--- src/rtl/div_pkg.sv ---
// Shared types and width helpers for the iterative non-restoring mantissa divider.
package div_pkg;
   localparam int MANT_W_DEF = 24;
   localparam int WIDTH_DEF  = 28;

   typedef enum logic [1:0] {IDLE, ITER, CORR, DONE} state_e;

   // Partial remainder needs one bit for the 2R headroom and one for sign.
   function automatic int rem_w(input int mant_w);
      return mant_w + 2;
   endfunction

   function automatic int cnt_w(input int width);
      return $clog2(width);
   endfunction
endpackage

--- src/rtl/nr_step.sv ---
// One radix-2 non-restoring digit: picks the digit from the sign of R, then adds or subtracts b.
module nr_step #(
   parameter int MANT_W = 24,
   parameter int REM_W  = 26
) (
   input  logic signed [REM_W-1:0] r,
   input  logic [MANT_W-1:0]       b,
   input  logic                    first,
   output logic signed [REM_W-1:0] r_next,
   output logic                    p_bit
);
   logic signed [REM_W-1:0] b_ext;
   logic signed [REM_W-1:0] sh;

   assign b_ext  = signed'({{(REM_W-MANT_W){1'b0}}, b});
   assign p_bit  = ~r[REM_W-1];
   // The dividend enters unshifted so the quotient lands in Q1.(WIDTH-1).
   assign sh     = first ? r : (r <<< 1);
   assign r_next = p_bit ? (sh - b_ext) : (sh + b_ext);
endmodule

--- src/rtl/div_nr_iter.sv ---
// Iterative radix-2 non-restoring divider, one quotient digit per clock, optional
// correction cycle so the final remainder is non-negative.
module div_nr_iter
   import div_pkg::*;
#(
   parameter int MANT_W  = MANT_W_DEF,
   parameter int WIDTH   = WIDTH_DEF,
   parameter int CORRECT = 0
) (
   input  logic              clk,
   input  logic              rst_n,
   input  logic              in_valid,
   output logic              in_ready,
   input  logic [MANT_W-1:0] a,
   input  logic [MANT_W-1:0] b,
   output logic              out_valid,
   input  logic              out_ready,
   output logic [WIDTH-1:0]  q,
   output logic              rem_is_positive,
   output logic              rem_is_negative,
   output logic              rem_is_zero,
   output logic              invalid
);
   localparam int REM_W = rem_w(MANT_W);
   localparam int CNT_W = cnt_w(WIDTH);

   state_e                  state;
   logic signed [REM_W-1:0] r, r_next, r_corr, r_fix;
   logic [MANT_W-1:0]       b_q;
   logic [CNT_W-1:0]        cnt;
   logic [WIDTH-1:0]        p, p_next, q_raw;
   logic                    p_bit, last;

   nr_step #(.MANT_W(MANT_W), .REM_W(REM_W)) u_step (
      .r      (r),
      .b      (b_q),
      .first  (cnt == '0),
      .r_next (r_next),
      .p_bit  (p_bit)
   );

   assign last   = (cnt == CNT_W'(WIDTH-1));
   assign p_next = (p << 1) | WIDTH'(p_bit);
   // Digits are +1/-1 encoded in P; Q = 2P - (2^WIDTH - 1) reduces to 2P + 1 mod 2^WIDTH.
   assign q_raw  = (p_next << 1) + WIDTH'(1);
   assign r_corr = r + signed'({2'b00, b_q});
   assign r_fix  = r[REM_W-1] ? r_corr : r;

   function automatic logic [2:0] sign3(input logic signed [REM_W-1:0] v);
      return {(!v[REM_W-1] && (v != '0)), v[REM_W-1], (v == '0)};
   endfunction

   always_ff @(posedge clk or negedge rst_n) begin
      if (!rst_n) begin
         state     <= IDLE;
         in_ready  <= 1'b1;
         out_valid <= 1'b0;
         q         <= '0;
         invalid   <= 1'b0;
         cnt       <= '0;
         r         <= '0;
         b_q       <= '0;
         p         <= '0;
         {rem_is_positive, rem_is_negative, rem_is_zero} <= 3'b000;
      end else begin
         case (state)
            IDLE: if (in_valid) begin
               b_q      <= b;
               r        <= signed'({2'b00, a});
               cnt      <= '0;
               p        <= '0;
               in_ready <= 1'b0;
               if (!b[MANT_W-1]) begin
                  state     <= DONE;
                  out_valid <= 1'b1;
                  q         <= '1;
                  invalid   <= 1'b1;
                  {rem_is_positive, rem_is_negative, rem_is_zero} <= 3'b000;
               end else begin
                  state   <= ITER;
                  invalid <= 1'b0;
               end
            end
            ITER: begin
               r   <= r_next;
               p   <= p_next;
               cnt <= cnt + 1'b1;
               if (last) begin
                  q <= q_raw;
                  if (CORRECT != 0) begin
                     state <= CORR;
                  end else begin
                     state     <= DONE;
                     out_valid <= 1'b1;
                     {rem_is_positive, rem_is_negative, rem_is_zero} <= sign3(r_next);
                  end
               end
            end
            CORR: begin
               state     <= DONE;
               out_valid <= 1'b1;
               r         <= r_fix;
               if (r[REM_W-1]) q <= q - 1'b1;
               {rem_is_positive, rem_is_negative, rem_is_zero} <= sign3(r_fix);
            end
            DONE: if (out_ready) begin
               state     <= IDLE;
               out_valid <= 1'b0;
               in_ready  <= 1'b1;
            end
            default: state <= IDLE;
         endcase
      end
   end
endmodule

--- config.mk ---
export PLATFORM = sky130hd
export DESIGN_NAME = div_nr_iter
export DESIGN_NICKNAME = d
export VERILOG_FILES = /design/src/rtl/div_pkg.sv /design/src/rtl/nr_step.sv /design/src/rtl/div_nr_iter.sv
export SDC_FILE = /design/constraint.sdc
export NUM_CORES = 1
export LEC_CHECK = 0
export CAP_MARGIN = 20
export CORE_MARGIN = 2
export CORE_UTILIZATION = 60
export DETAILED_ROUTE_END_ITERATION = 12
export GPL_ROUTABILITY_DRIVEN = 0
export PLACE_DENSITY = 0.82
export RECOVER_POWER = 25
export SETUP_SLACK_MARGIN = 0.05
export SKIP_CTS_REPAIR_TIMING = 1
export SYNTH_ARGS = -nofsm -noshare
export SYNTH_HDL_FRONTEND = slang
export SYNTH_HIERARCHICAL = 1
export SYNTH_SLANG_ARGS = --single-unit
--- constraint.sdc ---
create_clock -name clk -period 6.6 [get_ports clk]
set_input_delay 1.32 -clock clk [delete_from_list [all_inputs] [get_ports clk]]
set_output_delay 1.32 -clock clk [all_outputs]
set_load 0.01 [all_outputs]
Word level (Yosys, flattened, before mapping)
Cells that the tools add are included.
Word-level totals
  register bits: 117
  input bits: 52
  output and inout bits: 34
  word-level logic and storage cells: 86
Cells by class
  add/sub/neg operators: 6
  equal/unequal tests: 9
  muxes and demuxes: 36
  bitwise gates (word level): 2
  reductions and logical operators: 21
Operators by type and width (number)
  $mux W26: 5
  $mux W28: 4
  $pmux W28 S3: 1
  $pmux W26 S3: 1
  $add A26 B25 Y26: 2
  $logic_not A26 Y1: 2
  $pmux W26 S2: 1
  $reduce_bool A26 Y1: 2
  $add A28 B1 Y28 const B: 1
  $sub A28 B1 Y28 const B: 1
  $or A27 B1 Y27: 1
  $sub A26 B25 Y26: 1
  $mux W1: 12
  $ne A2 B2 Y1 const B: 5
  $pmux W5 S2: 1
  $pmux W1 S3: 3
  $mux W2: 4
  $pmux W2 S4: 1
  $reduce_and A4 Y1: 2
  $reduce_and A2 Y1: 3
  $reduce_and A3 Y1: 2
  $add A5 B1 Y5 const B: 1
  $eq A5 B5 Y1 const B: 1
  $logic_not A5 Y1: 1
  12 further kinds: 16

Logic depth before layout (Yosys ltp)
Gate-level depths: netlist (run 1).
  depth after elaboration: 8
  mapped depth: 21
  gate-level depth less buffers: 20

By module
Netlist (run 1), hierarchy kept.
Modules (own cells, without submodules)
  div_nr_iter: times used 1, cells each 857, area an instance 7662.3 um^2, seq. area each 2929.1 um^2
  nr_step: times used 1, cells each 318, area an instance 2282.2 um^2, seq. area each 0.0 um^2

Least setup slack after synthesis (run 1)
Ideal clock, no wire load.
  path type: register -> register
  start: reg b_q[5]
  end: reg rem_is_positive
  setup time: 126 ps
  data arrival time: 4434 ps
  data required time: 6474 ps
  path slack: 2040 ps
  cell stages (with the launch flop): 20
  path buffers: 1
  period minus slack after synthesis: 4560 ps
  path through: dfrtp_1 or4_4 nor2_1 nand2_1 nor4_1 a21oi_1 xor2_1 ha_1 clkbuf_1 nand2_1 or2_2 a311oi_1 o2bb2ai_1 a221oi_1 nand3_1 nor4_1 nand4_1 nor2_1 nor4_1 a221o_1
Between the ends
  longest elaborated chain between the ends: 6
  elaborated cells between the ends (all ways): 13
  those cells by class: 3 x add/sub; 4 x mux; 6 x reduce/logical
RTL lines
  from (decl): line div_nr_iter.sv:29  | logic [MANT_W-1:0] b_q;
  from (signal assigned): line div_nr_iter.sv:62  | b_q <= '0;
  from (signal assigned): line div_nr_iter.sv:68  | b_q <= b;
  $sub A26 B25 Y26 or $add A26 B25 Y26 (tied branches): line nr_step.sv:19  | assign r_next = p_bit ? (sh - b_ext) : (sh + b_ext);
  $mux W26 *: line nr_step.sv:19
  via r_next[25]: line div_nr_iter.sv:28  | logic signed [REM_W-1:0] r, r_next, r_corr, r_fix;
  $reduce_bool A26 Y1 or $logic_not A1 Y1 (tied branches): line div_nr_iter.sv:50  | return {(!v[REM_W-1] && (v != '0)), v[REM_W-1], (v == '0)};
  $logic_and A1 B1 Y1 *: line div_nr_iter.sv:50
  $mux W1 *: line div_nr_iter.sv:88  | if (last) begin
  $pmux W1 S3 *: line div_nr_iter.sv:66  | case (state)
  to (signal assigned): line div_nr_iter.sv:95  | {rem_is_positive, rem_is_negative, rem_is_zero} <= sign3(r_next);
  to (signal assigned): line div_nr_iter.sv:104  | {rem_is_positive, rem_is_negative, rem_is_zero} <= sign3(r_fix);
  to (decl): line div_nr_iter.sv:19  | output logic rem_is_positive,
Mark *: on every way through the listed nets, which the timed path passes. The rest lies on a longest branch. The select of a mux whose other input is x is not followed.
A chain may end at the register's enable or synchronous reset.

Worst setup path after layout (run 1)
Ends and elaborated chain as after synthesis.

==> out/metrics.yaml, run 1 <==
critical_path:
  critPathCaptureType: "flip-flop"
  slowest_delay_ns: 0.59
  reg2reg_depth: 17
  path_buf_inv: 0
  path_max_fanout: 7
  cp_slowest_cell: "or4_4"
  criticalPathCategory: "reg2reg"
  cp_common_cell: "nor4_1"
  worstPathCellList: "or4_4, nor4b_4, and2_1, a21oi_1, xor2_1, ha_1, nand2_1, or2_2, a311oi_1, o2bb2ai_1, a221oi_1, nand3_1, nor4_1, nand4_1, nor2_1, nor4_1, a221o_1"
  crit_required_ns: 6.90
  r2r_setup_slack_ns: 1.63
  reg2reg_to: "rem_is_positive"
  critPathArrivalTime_ns: 5.27
  crit_cells: 17
  critPathTopFamily: "simple AND/OR/NAND/NOR gates"
  startpoint_type: "flip-flop"
  r2r-start: "b_q[5]"
timing:
  whs_ns: 0.5017
  rsz0062_at_grt: "false"
  maxSlewViolCount: 81
  finalCritPeriodShare_pct: 75.30
  maxSlewHeadroom_pct: -90.30
  tightest_slew_ns: 2.855
  setup_tns_ns: 0
  finalHoldViolCount: 0
  finClkSkew_ns: 0.005235
  setup_viol: 0
  clock.fmax_mhz: 201.2
  period_needed_ns: 4.970
hold_path:
  holdPathEnd: "invalid"
  holdPathStages: 2
  hold_start: "invalid"
  hp-class: "reg2reg"
finish:
  regArea_um2: 2930
  antenna_cells_inserted: 0
  multi_input_area_um2: 6595
  layoutNonFillerInstCount: 1452
  nNetsFinal: 1331
  design_area_um2: 11550
  syn2layout_area_growth_pct: 16.14
  fillers: 1263
  drive_above_1_share_pct: 11.61
synth:
  synth_area_leaders: "dfrtp_1, ha_1, mux2_2"
  async_flop_share_pct: 100.0
  yosysWarningCount: 6
  netlist.area_leader.share_pct: 29.19
  ys_seq_elements: 117
  synthesis.nets: 1287
  syn_avg_cell_area_um2: 8.463
  synthCells: 1175
  seq_area_frac_synth_pct: 29.45
  synthFlopType: "dfrtp_1"
  synth_edf_count: 0
  netlist_area_um2: 9945
  synth_common_cells: "dfrtp_1, nand2_1, a21oi_1, nor2_1, o21ai_0"
  ys_types: 93
  synth_top_area_cell: "dfrtp_1"
grt:
  antenna_found_initial: 0
  grt_util_all_layers_pct: 32.72
  grt_pass1_wl_mm: 46.46
  overflow: 0
  grt_start_max_net_pins: 69
  grt_pass1_vias: 9042
clock_tree:
  cts_sinks: 117
  cts_made_buffers: 17
  root_buffer: "clkbuf_16"
  h-tree-depth: 4
  cts_buffer_depth: 2
  cts.clk_slew.worst_paths_ns: 0.06
  insertion_delay_ns: 0.42
  cts_tree: "built"
floorplanning:
  fp.dieW_um: 132.7
  core_um2: 16410
  std_cell_rows: 47
  die-area_um2: 17620
  start_util_pct: 60.61
  ioPinCount: 86
  die_height_um: 132.7
drt:
  first_iter_violations: 1054
  met1Wirelength_mm: 12.09
  drc_errors: 0
  post_drt_via_cell_ratio: 6.615
  vias: 9605
  wl_mm: 28.87
  routed-wl-met3_mm: 2.420
  wl_per_cell_um: 19.88
  route.met2.wl_mm: 13.46
  ant_nets: 0
  maxUsedRoutingLayer: "met4"
  first_pass_iters: 6
run:
  max_cap_viol_count: 2
status:
  outcome: "finished with violations"
  violations: "capacitance limit, slew limit"
placement:
  place_area_um2: 10870
  dp.cells: 1419
  hpwlAfterDp_mm: 19.52
  port_buffers: 85
==> cell type report <==
class	instances	area share, %
tap	220	2.383
clock buffer	22	4.279
sequential	117	25.37
timing repair buffer	95	8.103
multi-input combinational	947	57.10
inverter	41	1.332
clock inverter	10	1.430
==> cells by family after synthesis <==
group	count (synthesis)	share of synthesized area, %
compound gates	397	27.23
simple gates	361	18.26
flops	117	29.45
buf+inv	111	4.404
mux	70	7.763
fa+ha+maj	60	7.700
xor+xnor	59	5.196
==> flip-flops by register name, summed over array words and instances, names as in the netlist <==
name             cells
q                   28
rem_is_positive      1
cnt                  5
out_valid            1
b_q                 24
state                2
rem_is_negative      1
invalid              1
rem_is_zero          1
r                   26
in_ready             1
p                   26
==> worst max-delay path by stage <==
stage                         from         endpoint  slack (ns)
after detailed placement    b_q[5]  rem_is_positive        1.75
after CTS                   b_q[5]  rem_is_positive        1.73
after global placement    in_valid             q[7]        1.93
after global routing        b_q[5]  rem_is_positive        1.41
after floorplan             b_q[5]  rem_is_positive        2.04
final                       b_q[5]  rem_is_positive        1.63
==> placed cells by master (no fill, tap or decap), types with 29 or more instances in the layout <==
| cell type | n |
|---|---|
| nand2_1 | 116 |
| o21ai_0 | 83 |
| inv_1 | 38 |
| clkdlybuf4s50_1 | 83 |
| a22o_1 | 29 |
| nor2_1 | 94 |
| a21o_1 | 29 |
| dfrtp_1 | 115 |
| a21oi_1 | 94 |
| mux2_2 | 57 |
| xor2_1 | 31 |
| ha_1 | 56 |
==> routing by layer <==
metal  vias to the layer above  global-route usage [%]
li1                       4458                       -
met1                      4556                   43.37
met2                       509                   53.11
met3                        82                   6.398
met4                         0                   12.49
met5                         -                       0
==> tightest hold or removal path: cells and delay by family, from the launching register on <==
family | cells | cell delay, ns
flops | 1 | 0.35
compound gates | 1 | 0.07
simple gates | 1 | 0.05
==> per-stage QoR <==
| step | setup slack, ns | utilization, % |
|---|---|---|
| detailed placement | 1.753 | 66.25 |
| global placement | 1.930 | 66.25 |
| CTS | 1.728 | 70.27 |
| floorplan | 2.040 | - |
| finish | 1.630 | 70.40 |
| global route | 1.410 | 70.40 |
Power of run 1 is left out: the tool's default activity adds up to more than one toggle a clock period on the data nets, which glitch-free logic cannot reach.
==> run 2, diff against run 1 <==
==> constraint.sdc (replaced) <==
create_clock -name clk -period 5.2 [get_ports clk]
set_input_delay 1.04 -clock clk [delete_from_list [all_inputs] [get_ports clk]]
set_output_delay 1.04 -clock clk [all_outputs]
set_load 0.01 [all_outputs]
==> run 2 against run 1 <==
Effect of this change: the flow still finishes with violations (capacitance limit, slew limit); core utilization fell by 0.41 points; clock skew rose by 0.0081 ns; via count rose by 0.32%; first-iteration DRC count rose by 9.9%; register-to-register slack got worse by 1.2 ns; non-clock buffer count rose by 5; largest cell class unchanged; critical path type unchanged; routed wire length fell by 0.29%; sequential cell count did not move.
==> out/metrics.yaml, run 2 (synthesis results as in run 1) <==
critical_path:
  path_max_fanout: 7  # unchanged
  critPathArrivalTime_ns: 5.12  # was 5.27 ns
  crit_required_ns: 5.51  # was 6.90 ns
  cp_slowest_cell: "or4_4"  # unchanged
  cp_common_cell: "nor4_1"  # unchanged
  criticalPathCategory: "reg2reg"  # unchanged
  worstPathCellList: "or4_4, nor4b_4, and2_1, a21oi_1, xor2_1, ha_1, nand2_1, or2_2, a311oi_1, o2bb2ai_1, a221oi_1, nand3_1, nor4_1, nand4_1, nor2_1, nor4_1, a221o_1"  # unchanged
  path_buf_inv: 0  # unchanged
  critPathTopFamily: "simple AND/OR/NAND/NOR gates"  # unchanged
  critPathCaptureType: "flip-flop"  # unchanged
  slowest_delay_ns: 0.59  # about the same
  startpoint_type: "flip-flop"  # unchanged
timing:
  whs_ns: 0.4898  # was 0.5017 ns
  setup_tns_ns: 0  # unchanged
  maxSlewHeadroom_pct: -46.49  # was -90.30%
  finalCritPeriodShare_pct: 92.43  # was 75.30%
  finClkSkew_ns: 0.01334  # was 0.005235 ns
  maxSlewViolCount: 69  # was 81
  clock.fmax_mhz: 208.1  # was 201.2 MHz
  rsz0062_at_grt: "false"  # unchanged
  setup_viol: 0  # unchanged
  finalHoldViolCount: 0  # unchanged
  period_needed_ns: 4.806  # was 4.970 ns
  tightest_slew_ns: 2.197  # was 2.855 ns
clock_tree:
  insertion_delay_ns: 0.44  # was 0.42 ns
  h-tree-depth: 4  # unchanged
  cts_sinks: 117  # unchanged
  cts_tree: "built"  # unchanged
  cts_made_buffers: 17  # unchanged
  cts_buffer_depth: 2  # unchanged
  root_buffer: "clkbuf_16"  # unchanged
  cts.clk_slew.worst_paths_ns: 0.06  # about the same
finish:
  final_common_cell: "nand2_1"  # unchanged
  utilization_pct: 69.98  # was 70.40%
  antenna_cells_inserted: 0  # unchanged
  reg_top3: "q x28, p x26, r x26"  # unchanged
  drive_above_1_share_pct: 11.88  # was 11.61%
  largest_reg_flops: 28  # unchanged
  final_cell_mix: "nand2_1, dfrtp_1, nor2_1, a21oi_1, clkdlybuf4s50_1"  # was nand2_1, dfrtp_1, nor2_1, a21oi_1
  nNetsFinal: 1336  # was 1331
  syn2layout_area_growth_pct: 15.46  # was 16.14%
  layoutNonFillerInstCount: 1457  # was 1452
  top_register: "q"  # unchanged
drt:
  drc_errors: 0  # unchanged
  first_pass_iters: 7  # was 6
  wl_mm: 28.79  # was 28.87 mm
  route.met2.wl_mm: 13.46  # about the same
  ant_nets: 0  # unchanged
  vias: 9636  # was 9605
  routed-wl-met3_mm: 2.265  # was 2.420 mm
  first_iter_violations: 1158  # was 1054
  wl_per_cell_um: 19.76  # was 19.88 µm
  post_drt_via_cell_ratio: 6.614  # was 6.615
  met1Wirelength_mm: 12.08  # was 12.09 mm
  maxUsedRoutingLayer: "met4"  # unchanged
floorplanning:
  die-area_um2: 17620  # unchanged
  std_cell_rows: 47  # unchanged
  start_util_pct: 60.61  # unchanged
  die_height_um: 132.7  # unchanged
  core_um2: 16410  # unchanged
  fp.dieW_um: 132.7  # unchanged
  ioPinCount: 86  # unchanged
placement:
  port_buffers: 85  # unchanged
  dp.cells: 1424  # was 1419
  hpwlAfterDp_mm: 20.09  # was 19.52 mm
grt:
  overflow: 0  # unchanged
  antenna_found_initial: 0  # unchanged
  grt_pass1_wl_mm: 46.77  # was 46.46 mm
  grt_pass1_vias: 9126  # was 9042
  grt_util_all_layers_pct: 32.84  # was 32.72%
  grt_start_max_net_pins: 63  # was 69
status:
  violations: "capacitance limit, slew limit"  # unchanged
  outcome: "finished with violations"  # unchanged
run:
  max_cap_viol_count: 2  # unchanged
hold_path:
  hp-class: "reg2reg"  # unchanged
-- run 2: changes by cell type in the layout (fill, tap and decap cells not counted), sizes merged --
cell	before	now
bufinv	4	1
clkinv	4	8
clkdlybuf4s50	83	84
buf	9	13
dlygate4sd3	1	0
-- run 2: worst paths after layout --
path / slack, ns / start / end / depth (start not counted)
min in group asynchronous: 1.00 / rst_n / b_q[0] / 1
setup reg to reg: 0.39 / b_q[5] / rem_is_positive / 17
hold / removal: 0.49 / invalid / invalid / 2
hold reg to reg: 0.49 / invalid / invalid / 2
max in group asynchronous: 1.44 / rst_n / state[0] / 2
setup / recovery: 0.39 / b_q[5] / rem_is_positive / 17
-- run 2: stage by stage --
step | cell area (µm²) | setup WS, ns
finish | 11480 | 0.3935
global route | 11480 | 0.06196
CTS | 11480 | 0.4934
detailed placement | 10910 | 0.5035
global placement | 10910 | 0.6420
floorplan | 9945 | 0.6397
-- run 2: tightest hold or removal path, stage by stage (launching register included) --
cell     delay [ns]
dfrtp_1        0.35
nand2_1        0.05
o21ai_0        0.06
-- run 2: cell type report --
class | instances | area, µm²
multi-input cells | 947 | 6595
fillers | 1307 | 4925
flip-flops and latches | 117 | 2930
repair buffers | 100 | 958.4
clock buffers | 21 | 470.5
well taps | 220 | 275.3
inverters | 41 | 153.9
clock inverters | 11 | 98.84
-- run 2: routing by layer --
layer  vias up  GRT usage [%]
li1       4468              -
met3        88          5.556
met1      4599          43.98
met4         0          11.59
met2       481          53.86
met5         -              0
Power of run 2 is left out for the same reason.
